`config.mk`:
```
export PLATFORM = sky130hd
export DESIGN_NAME = cpu_bus_arbiter
export DESIGN_NICKNAME = d
export VERILOG_FILES = /design/src/rtl/cpu_bus_arbiter.sv
export SDC_FILE = /design/constraint.sdc
export NUM_CORES = 1
export LEC_CHECK = 0
export BUFFER_PORTS_ARGS = -buffer_cell sky130_fd_sc_hd__buf_2
export CORE_MARGIN = 3
export CORE_UTILIZATION = 47
export CTS_CLUSTER_DIAMETER = 50
export DETAILED_ROUTE_END_ITERATION = 10
export PLACE_DENSITY = 0.75
export SYNTH_ARGS = -nofsm -noshare
export SYNTH_HDL_FRONTEND = slang
export SYNTH_SLANG_ARGS = --single-unit
```
`constraint.sdc`:
```
create_clock -name i_clock -period 2.4 [get_ports i_clock]
set_input_delay 0.48 -clock i_clock [delete_from_list [all_inputs] [get_ports i_clock]]
set_output_delay 0.48 -clock i_clock [all_outputs]
set_load 0.1 [all_outputs]
```
`src/rtl/cpu_bus_arbiter.sv`:
```
// Two-master arbiter for the CPU memory bus: port A (fetch, read-only), port B (load/store).
// Registered single-outstanding transfer, round-robin on contention, watchdog abort.
module cpu_bus_arbiter #(
  parameter int unsigned TIMEOUT_CYCLES = 1024,
  parameter int unsigned TIMEOUT_WIDTH  = 16
) (
  input  logic        i_clock,
  input  logic        i_reset,
  input  logic        i_pa_request,
  output logic        o_pa_ready,
  input  logic [31:0] i_pa_address,
  output logic [31:0] o_pa_rdata,
  input  logic        i_pb_request,
  input  logic        i_pb_rw,
  output logic        o_pb_ready,
  input  logic [31:0] i_pb_address,
  input  logic [31:0] i_pb_wdata,
  output logic [31:0] o_pb_rdata,
  output logic        o_bus_request,
  output logic        o_bus_rw,
  input  logic        i_bus_ready,
  output logic [31:0] o_bus_address,
  input  logic [31:0] i_bus_rdata,
  output logic [31:0] o_bus_wdata,
  output logic        o_busy,
  output logic        o_timeout
);

  // IDLE: waiting for a request | BUS_A/BUS_B: transfer in flight | RELEASE: ready pulse cycle
  typedef enum logic [1:0] {
    IDLE    = 2'd0,
    BUS_A   = 2'd1,
    BUS_B   = 2'd2,
    RELEASE = 2'd3
  } state_t;

  localparam logic [TIMEOUT_WIDTH-1:0] WD_LIMIT =
    TIMEOUT_WIDTH'((TIMEOUT_CYCLES == 0) ? 0 : TIMEOUT_CYCLES - 1);

  state_t                   state;
  logic                     last_grant_b;
  logic [TIMEOUT_WIDTH-1:0] watchdog;
  logic                     wd_expire;
  logic [31:0]              done_rdata;

  assign wd_expire  = (TIMEOUT_CYCLES != 0) && (watchdog == WD_LIMIT);
  assign done_rdata = i_bus_ready ? i_bus_rdata : 32'd0;

  always_ff @(posedge i_clock) begin
    if (i_reset) begin
      state         <= IDLE;
      last_grant_b  <= 1'b1;
      watchdog      <= '0;
      o_pa_ready    <= 1'b0;
      o_pa_rdata    <= 32'd0;
      o_pb_ready    <= 1'b0;
      o_pb_rdata    <= 32'd0;
      o_bus_request <= 1'b0;
      o_bus_rw      <= 1'b0;
      o_bus_address <= 32'd0;
      o_bus_wdata   <= 32'd0;
      o_busy        <= 1'b0;
      o_timeout     <= 1'b0;
    end else begin
      case (state)
        IDLE: begin
          if (i_pa_request && (!i_pb_request || last_grant_b)) begin
            o_bus_request <= 1'b1;
            o_bus_rw      <= 1'b0;
            o_bus_address <= i_pa_address;
            o_bus_wdata   <= 32'd0;
            o_busy        <= 1'b1;
            watchdog      <= '0;
            state         <= BUS_A;
          end else if (i_pb_request) begin
            o_bus_request <= 1'b1;
            o_bus_rw      <= i_pb_rw;
            o_bus_address <= i_pb_address;
            o_bus_wdata   <= i_pb_wdata;
            o_busy        <= 1'b1;
            watchdog      <= '0;
            state         <= BUS_B;
          end
        end
        BUS_A, BUS_B: begin
          if (i_bus_ready || wd_expire) begin
            o_bus_request <= 1'b0;
            o_bus_rw      <= 1'b0;
            if (!i_bus_ready) o_timeout <= 1'b1;
            if (state == BUS_A) begin
              o_pa_rdata   <= done_rdata;
              o_pa_ready   <= 1'b1;
              last_grant_b <= 1'b0;
            end else begin
              o_pb_rdata   <= done_rdata;
              o_pb_ready   <= 1'b1;
              last_grant_b <= 1'b1;
            end
            state <= RELEASE;
          end else if (watchdog != '1) begin
            watchdog <= watchdog + 1'b1;
          end
        end
        RELEASE: begin
          o_pa_ready <= 1'b0;
          o_pb_ready <= 1'b0;
          o_busy     <= 1'b0;
          state      <= IDLE;
        end
        default: state <= IDLE;
      endcase
    end
  end

endmodule

```
* After elaboration in Yosys (flattened, before gate mapping)
Cells that the tools add are included. Widths: inputs -> output; s select.
Storage, ports and cells: register bits after elaboration 153, input bits 134, output and inout bits 134, logic and storage cells 77
Operators by class: add/subtract/negate cells 1, equality and inequality tests 11, multiplexer cells 29, bitwise operators 2, reductions and logical operators 21
Operator list (number):
- $mux 32 | 5
- $mux 16 | 4
- $pmux 16 s2 | 1
- $reduce_and 3->1 | 6
- $add 16x1->16 const B | 1
- $eq 16x10->1 const B | 1
- $ne 16x16->1 const B | 1
- $mux 1 | 10
- $ne 2x2->1 const B | 5
- $pmux 1 s2 | 5
- $reduce_and 2->1 | 4
- $reduce_bool 2->1 | 4
- $mux 2 | 3
- $pmux 2 s3 | 1
- $eq 2x2->1 const B | 2
- $reduce_and 4->1 | 1
- $ne 3x3->1 const B | 1
- $eq 2x1->1 const B | 1
- $logic_not 2->1 | 1
- $logic_or 1x1->1 | 2
- $not 1->1 | 2
- $reduce_or 2->1 | 1
- $logic_and 1x1->1 | 1
- $logic_not 1->1 | 1

* Depth between registers and ports, before layout
depth after elaboration 5, mapped depth 8, depth with buffers taken out 7

* Worst setup path before layout
Ideal clock, no wire load.
path kind register -> register, start point reg state[0], end point reg o_pa_rdata[0], library setup time 0.071 ns, arrival time 1.772 ns, data required time 2.329 ns, setup slack 0.557 ns, stages on the path, launching flop included 9, path buffers 3, clock period less this slack 1.843 ns, path through dfxtp_1 > inv_1 > ha_1 > clkbuf_1 > and2_1 > clkbuf_1 > clkbuf_1 > nand3_1 > a21oi_1
On the way: word-level cells in the longest chain between the ends 3, elaborated cells between the ends (all ways) 4, those cells by class 2 x eq/ne; 2 x reduce/logical
RTL lines:
- from (decl) | line 40 | state_t state;
- from (signal assigned) | line 51 | state <= IDLE;
- from (signal assigned) | line 74 | state <= BUS_A;
- from (signal assigned) | line 82 | state <= BUS_B;
- $eq 2x1->1 / $eq 2x2->1 (equally long branches) | line 65, 90
- $reduce_or 2->1 | line 65 | case (state)
- $reduce_and 3->1 (no line) *
- to (signal assigned) | line 91 | o_pa_rdata <= done_rdata;
- to (decl) | line 12 | output logic [31:0] o_pa_rdata,
Every way passes the cells marked *; elsewhere a longest branch is shown, timed or not. A chain may end at the register's enable or synchronous reset.

* Worst setup path after layout
start point reg state[0], end point reg watchdog[14]
On the way: word-level cells in the longest chain between the ends 4, elaborated cells between the ends (all ways) 10, those cells by class 5 x eq/ne; 1 x mux; 4 x reduce/logical
RTL lines:
- $eq 2x1->1 / $eq 2x2->1 (equally long branches) | line 65
- $reduce_or 2->1 | line 65
- $ne 2x2->1 (no line) / $reduce_bool 2->1 (equally long branches)
- $reduce_and 4->1 (no line)
- to (signal assigned) | line 101 | watchdog <= watchdog + 1'b1;
- to (decl) | line 42 | logic [TIMEOUT_WIDTH-1:0] watchdog;
Parallel ways exist; a longest one is shown, timed or not.

==> flow_results.xml <==
<?xml version="1.0" encoding="UTF-8"?>
<metrics>
  <group name="clocking">
    <metric name="hold_buffers" unit="">0</metric>
    <metric name="postCtsResizedCells" unit="">0</metric>
    <metric name="ctsHtreeMaxLevel" unit="">4</metric>
    <metric name="clock_tree.root_cell" unit="">sky130_fd_sc_hd__clkbuf_16</metric>
    <metric name="clock_path_buffers" unit="">2</metric>
    <metric name="clock-sinks" unit="">153</metric>
    <metric name="clock_latency" unit="ns">0.41</metric>
    <metric name="clk_pin_slew" unit="ns">0.06</metric>
    <metric name="cts_buffers" unit="">17</metric>
    <metric name="cts_tree" unit="">yes</metric>
    <metric name="cts.repair_timing.setup_buffer_count" unit="">0</metric>
  </group>
  <group name="power">
    <metric name="net-switching-power" unit="mW">5.39</metric>
    <metric name="sequentialPowerShare" unit="%">29.6</metric>
    <metric name="comb_power_share" unit="%">47.3</metric>
    <metric name="cellInternalPower" unit="mW">5.31</metric>
    <metric name="power-per-cell-area" unit="nW/um^2">1310</metric>
    <metric name="power.total" unit="mW">10.7</metric>
    <metric name="p_leak" unit="nW">3.64</metric>
    <metric name="power.switching_fraction" unit="%">50.4</metric>
    <metric name="worst_case_vdd_ir_drop" unit="V">0.000728</metric>
    <metric name="clockPowerShare" unit="%">23.1</metric>
  </group>
  <group name="route">
    <metric name="drt-vias-per-instance" unit="">5.53</metric>
    <metric name="drt_pass1_iterations" unit="">5</metric>
    <metric name="dr_total_vias" unit="">6210</metric>
    <metric name="drtAntennaViolNets" unit="">0</metric>
    <metric name="route.final.wire_length" unit="um">17900</metric>
    <metric name="route.detailed.drc" unit="">0</metric>
    <metric name="drt_iter0_drc" unit="">425</metric>
    <metric name="routed_wire_length_per_instance" unit="um">16.0</metric>
  </group>
  <group name="synth">
    <metric name="synthFlopType" unit="">sky130_fd_sc_hd__dfxtp_1</metric>
    <metric name="synth.net_count" unit="">834</metric>
    <metric name="synth-warning-count" unit="">0</metric>
    <metric name="seq_area_frac_synth" unit="%">49.7</metric>
    <metric name="synthesis.instances" unit="">695</metric>
    <metric name="avgSynthCellArea" unit="um^2">8.88</metric>
    <metric name="yosys.cell_types.count" unit="">56</metric>
    <metric name="synth-edff-count" unit="">0</metric>
    <metric name="synth.ff_latch_count" unit="">153</metric>
    <metric name="ys_async_sr_fraction" unit="%">0</metric>
    <metric name="mappedNetlistArea" unit="um^2">6170</metric>
  </group>
  <group name="floorplanning">
    <metric name="die_area" unit="um^2">14500</metric>
    <metric name="floorplan.die.width" unit="um">121</metric>
    <metric name="ios" unit="">268</metric>
    <metric name="floorplan.initialDensity" unit="%">48.5</metric>
    <metric name="die_h" unit="um">121</metric>
    <metric name="core.rowCount" unit="">41</metric>
    <metric name="core_region_area" unit="um^2">12700</metric>
  </group>
  <group name="sta">
    <metric name="slew-limit-headroom" unit="%">59.6</metric>
    <metric name="clock.fmax" unit="MHz">472</metric>
    <metric name="finalWorstPathRequiredPeriod" unit="ns">2.12</metric>
    <metric name="clock-skew-final" unit="ns">0.00677</metric>
    <metric name="postLayoutSetupSlackWorst" unit="ns">0.282</metric>
    <metric name="report.final.hold_viol_count" unit="">0</metric>
    <metric name="slew_violations" unit="">0</metric>
    <metric name="final_min_period_over_clock_period" unit="%">88.2</metric>
    <metric name="setup_viol" unit="">0</metric>
    <metric name="setup_total_negative_slack" unit="ns">0</metric>
    <metric name="rsz_0062_raised_after_global_routing" unit="">false</metric>
    <metric name="tightestPinTransition" unit="ns">0.591</metric>
  </group>
  <group name="placed_design">
    <metric name="worst_slack_at_placement" unit="ns">0.350</metric>
    <metric name="io_buffers" unit="">267</metric>
    <metric name="gpl.final_weighted_congestion" unit="">0.816</metric>
    <metric name="hpwlAfterDp" unit="um">12500</metric>
    <metric name="numPlacedInstances" unit="">1090</metric>
  </group>
  <group name="global_routing">
    <metric name="gr-usage-all-layers" unit="%">23.8</metric>
    <metric name="globalRouteOverflowTotal" unit="">0</metric>
    <metric name="grt_first_pass_wirelength" unit="um">28100</metric>
    <metric name="grt_pass1_vias" unit="">5576</metric>
    <metric name="grt_max_degree" unit="">65</metric>
    <metric name="antenna_found_initial" unit="">0</metric>
  </group>
  <group name="setup_path">
    <metric name="regToRegEndpoint" unit="">watchdog[14]</metric>
    <metric name="cp.arrival" unit="ns">2.45</metric>
    <metric name="timing.critical_path.required" unit="ns">2.74</metric>
    <metric name="critical_path.startpoint" unit="">state[0]</metric>
    <metric name="rrSetupSlack" unit="ns">0.28</metric>
    <metric name="crit_type" unit="">flop to flop</metric>
    <metric name="regToRegStartpoint" unit="">state[0]</metric>
    <metric name="crit_path_max_fanout" unit="">19</metric>
    <metric name="startpoint_type" unit="">flop</metric>
    <metric name="endpoint_kind" unit="">flop</metric>
    <metric name="critical_path.endpoint" unit="">watchdog[14]</metric>
    <metric name="r2r_cells" unit="">8</metric>
  </group>
  <group name="finish">
    <metric name="n_antenna_cell" unit="">0</metric>
    <metric name="share_of_cells_above_drive_strength_1" unit="%">35.1</metric>
    <metric name="layout_cells_excl_fill" unit="">1122</metric>
    <metric name="area_delta_synth_final" unit="%">32.5</metric>
    <metric name="layout.cells.most_common_list" unit="">sky130_fd_sc_hd__buf_2 (266), sky130_fd_sc_hd__dfxtp_1 (153), sky130_fd_sc_hd__nor2_1 (79)</metric>
    <metric name="final_net_count" unit="">1076</metric>
    <metric name="filler_cell_count" unit="">1208</metric>
    <metric name="layout.cells.most_common" unit="">sky130_fd_sc_hd__buf_2</metric>
  </group>
  <group name="hold_path">
    <metric name="worst_hold_path_type" unit="">input pin to flop</metric>
  </group>
  <group name="outcome">
    <metric name="outcome" unit="">finished, final reports clean</metric>
  </group>
  <group name="job">
    <metric name="maxCapViolations" unit="">0</metric>
  </group>
</metrics>
worst max-delay path, cell delays in order (launching register included):
cell	delay, ns
sky130_fd_sc_hd__dfxtp_1	0.37
sky130_fd_sc_hd__inv_1	0.09
sky130_fd_sc_hd__ha_1	0.32
sky130_fd_sc_hd__buf_4	0.24
sky130_fd_sc_hd__nor2_1	0.07
sky130_fd_sc_hd__a2111oi_0	0.48
sky130_fd_sc_hd__and3_1	0.23
sky130_fd_sc_hd__o21ai_0	0.08
sky130_fd_sc_hd__a31oi_1	0.16
state kept, by name, summed over array words and instances (netlist names):
name,flops
o_bus_address,32
o_bus_wdata,32
o_pa_rdata,32
o_pb_rdata,32
watchdog,16
state,2
last_grant_b,1
o_bus_request,1
o_bus_rw,1
o_busy,1
o_pa_ready,1
o_pb_ready,1
o_timeout,1
worst min-delay path by stage:
| stage | from | to | slack (ns) | depth (start not counted) |
|---|---|---|---|---|
| finish | i_pb_wdata[31] | o_bus_wdata[31] | 0.30 | 3 |
| floorplan | watchdog[1] | watchdog[1] | 0.47 | 2 |
| CTS | i_pb_wdata[31] | o_bus_wdata[31] | 0.28 | 3 |
| global route | i_pb_wdata[22] | o_bus_wdata[22] | 0.30 | 3 |
| global placement | o_pb_rdata[21] | o_pb_rdata[21] | 0.44 | 1 |
| detailed placement | o_pb_rdata[7] | o_pb_rdata[7] | 0.45 | 1 |
area by class of cell:
type	count	area, um^2	share of cell area (%)
Multi-Input combinational cell	473	2840	34.7
Clock buffer	21	450	5.51
Inverter	8	30.0	0.368
Tap cell	172	215	2.63
Sequential cell	153	3060	37.5
Timing Repair Buffer	284	1480	18.1
Clock inverter	11	97.6	1.19
power by group through the flow:
stage	registers (mW)	clock network, mW	logic (mW)
6_report	3.17	2.47	5.07
5_1_grt	3.22	2.63	5.31
4_1_cts	3.16	2.52	5.07
3_5_place_dp	3.21	0	5.07
3_3_place_gp	3.20	0	5.04
2_1_floorplan	6.06	0	1.29
cell usage after synthesis (3+ instances only):
cell | count | area [um^2]
sky130_fd_sc_hd__nor3_1 | 3 | 15.0
sky130_fd_sc_hd__nor4_1 | 5 | 31.3
sky130_fd_sc_hd__nand2_1 | 78 | 293
sky130_fd_sc_hd__a22oi_1 | 32 | 240
sky130_fd_sc_hd__or4_1 | 5 | 37.5
sky130_fd_sc_hd__o21ai_0 | 42 | 210
sky130_fd_sc_hd__ha_1 | 5 | 62.6
sky130_fd_sc_hd__buf_1 | 3 | 11.3
sky130_fd_sc_hd__nand3_1 | 36 | 180
sky130_fd_sc_hd__inv_1 | 8 | 30.0
sky130_fd_sc_hd__nor2_1 | 81 | 304
sky130_fd_sc_hd__o311ai_0 | 4 | 35.0
sky130_fd_sc_hd__and3_1 | 4 | 25.0
sky130_fd_sc_hd__clkbuf_1 | 52 | 195
sky130_fd_sc_hd__o211ai_1 | 5 | 37.5
sky130_fd_sc_hd__o31ai_1 | 3 | 22.5
sky130_fd_sc_hd__a311oi_1 | 32 | 280
sky130_fd_sc_hd__nand2b_1 | 5 | 31.3
sky130_fd_sc_hd__buf_2 | 3 | 15.0
sky130_fd_sc_hd__a31oi_1 | 3 | 18.8
sky130_fd_sc_hd__dfxtp_1 | 153 | 3060
sky130_fd_sc_hd__and2_1 | 3 | 18.8
sky130_fd_sc_hd__a32o_1 | 32 | 320
sky130_fd_sc_hd__a21oi_1 | 53 | 265
sky130_fd_sc_hd__or3_1 | 5 | 31.3
layer usage:
layer	global-route usage (%)	vias to the layer above	share of wire [%]
met5	0	-	0
met4	8.92	0	2.2
met3	6.88	27	7.2
met2	37.8	231	49
met1	30.9	2921	42
li1	-	3031	-
cells by family after synthesis:
family,Yosys count,synth area share (%)
AND/OR/NAND/NOR,242,18.5
AO/OA/AOI/OAI,224,25.8
flip-flops,153,49.7
buffers and inverters,69,4.67
adder cells (fa/ha/maj),5,1.01
multiplexers,2,0.325
through the flow:
stage	utilization (%)	instance area, um^2	hold WS, ns
2_1_floorplan	-	6170	0.472
3_3_place_gp	59.9	7620	0.443
3_5_place_dp	59.9	7620	0.448
4_1_cts	64.2	8170	0.282
5_1_grt	64.2	8170	0.296
6_report	64.2	8170	0.296
No activity file was read; power rests on OpenSTA's default activity.
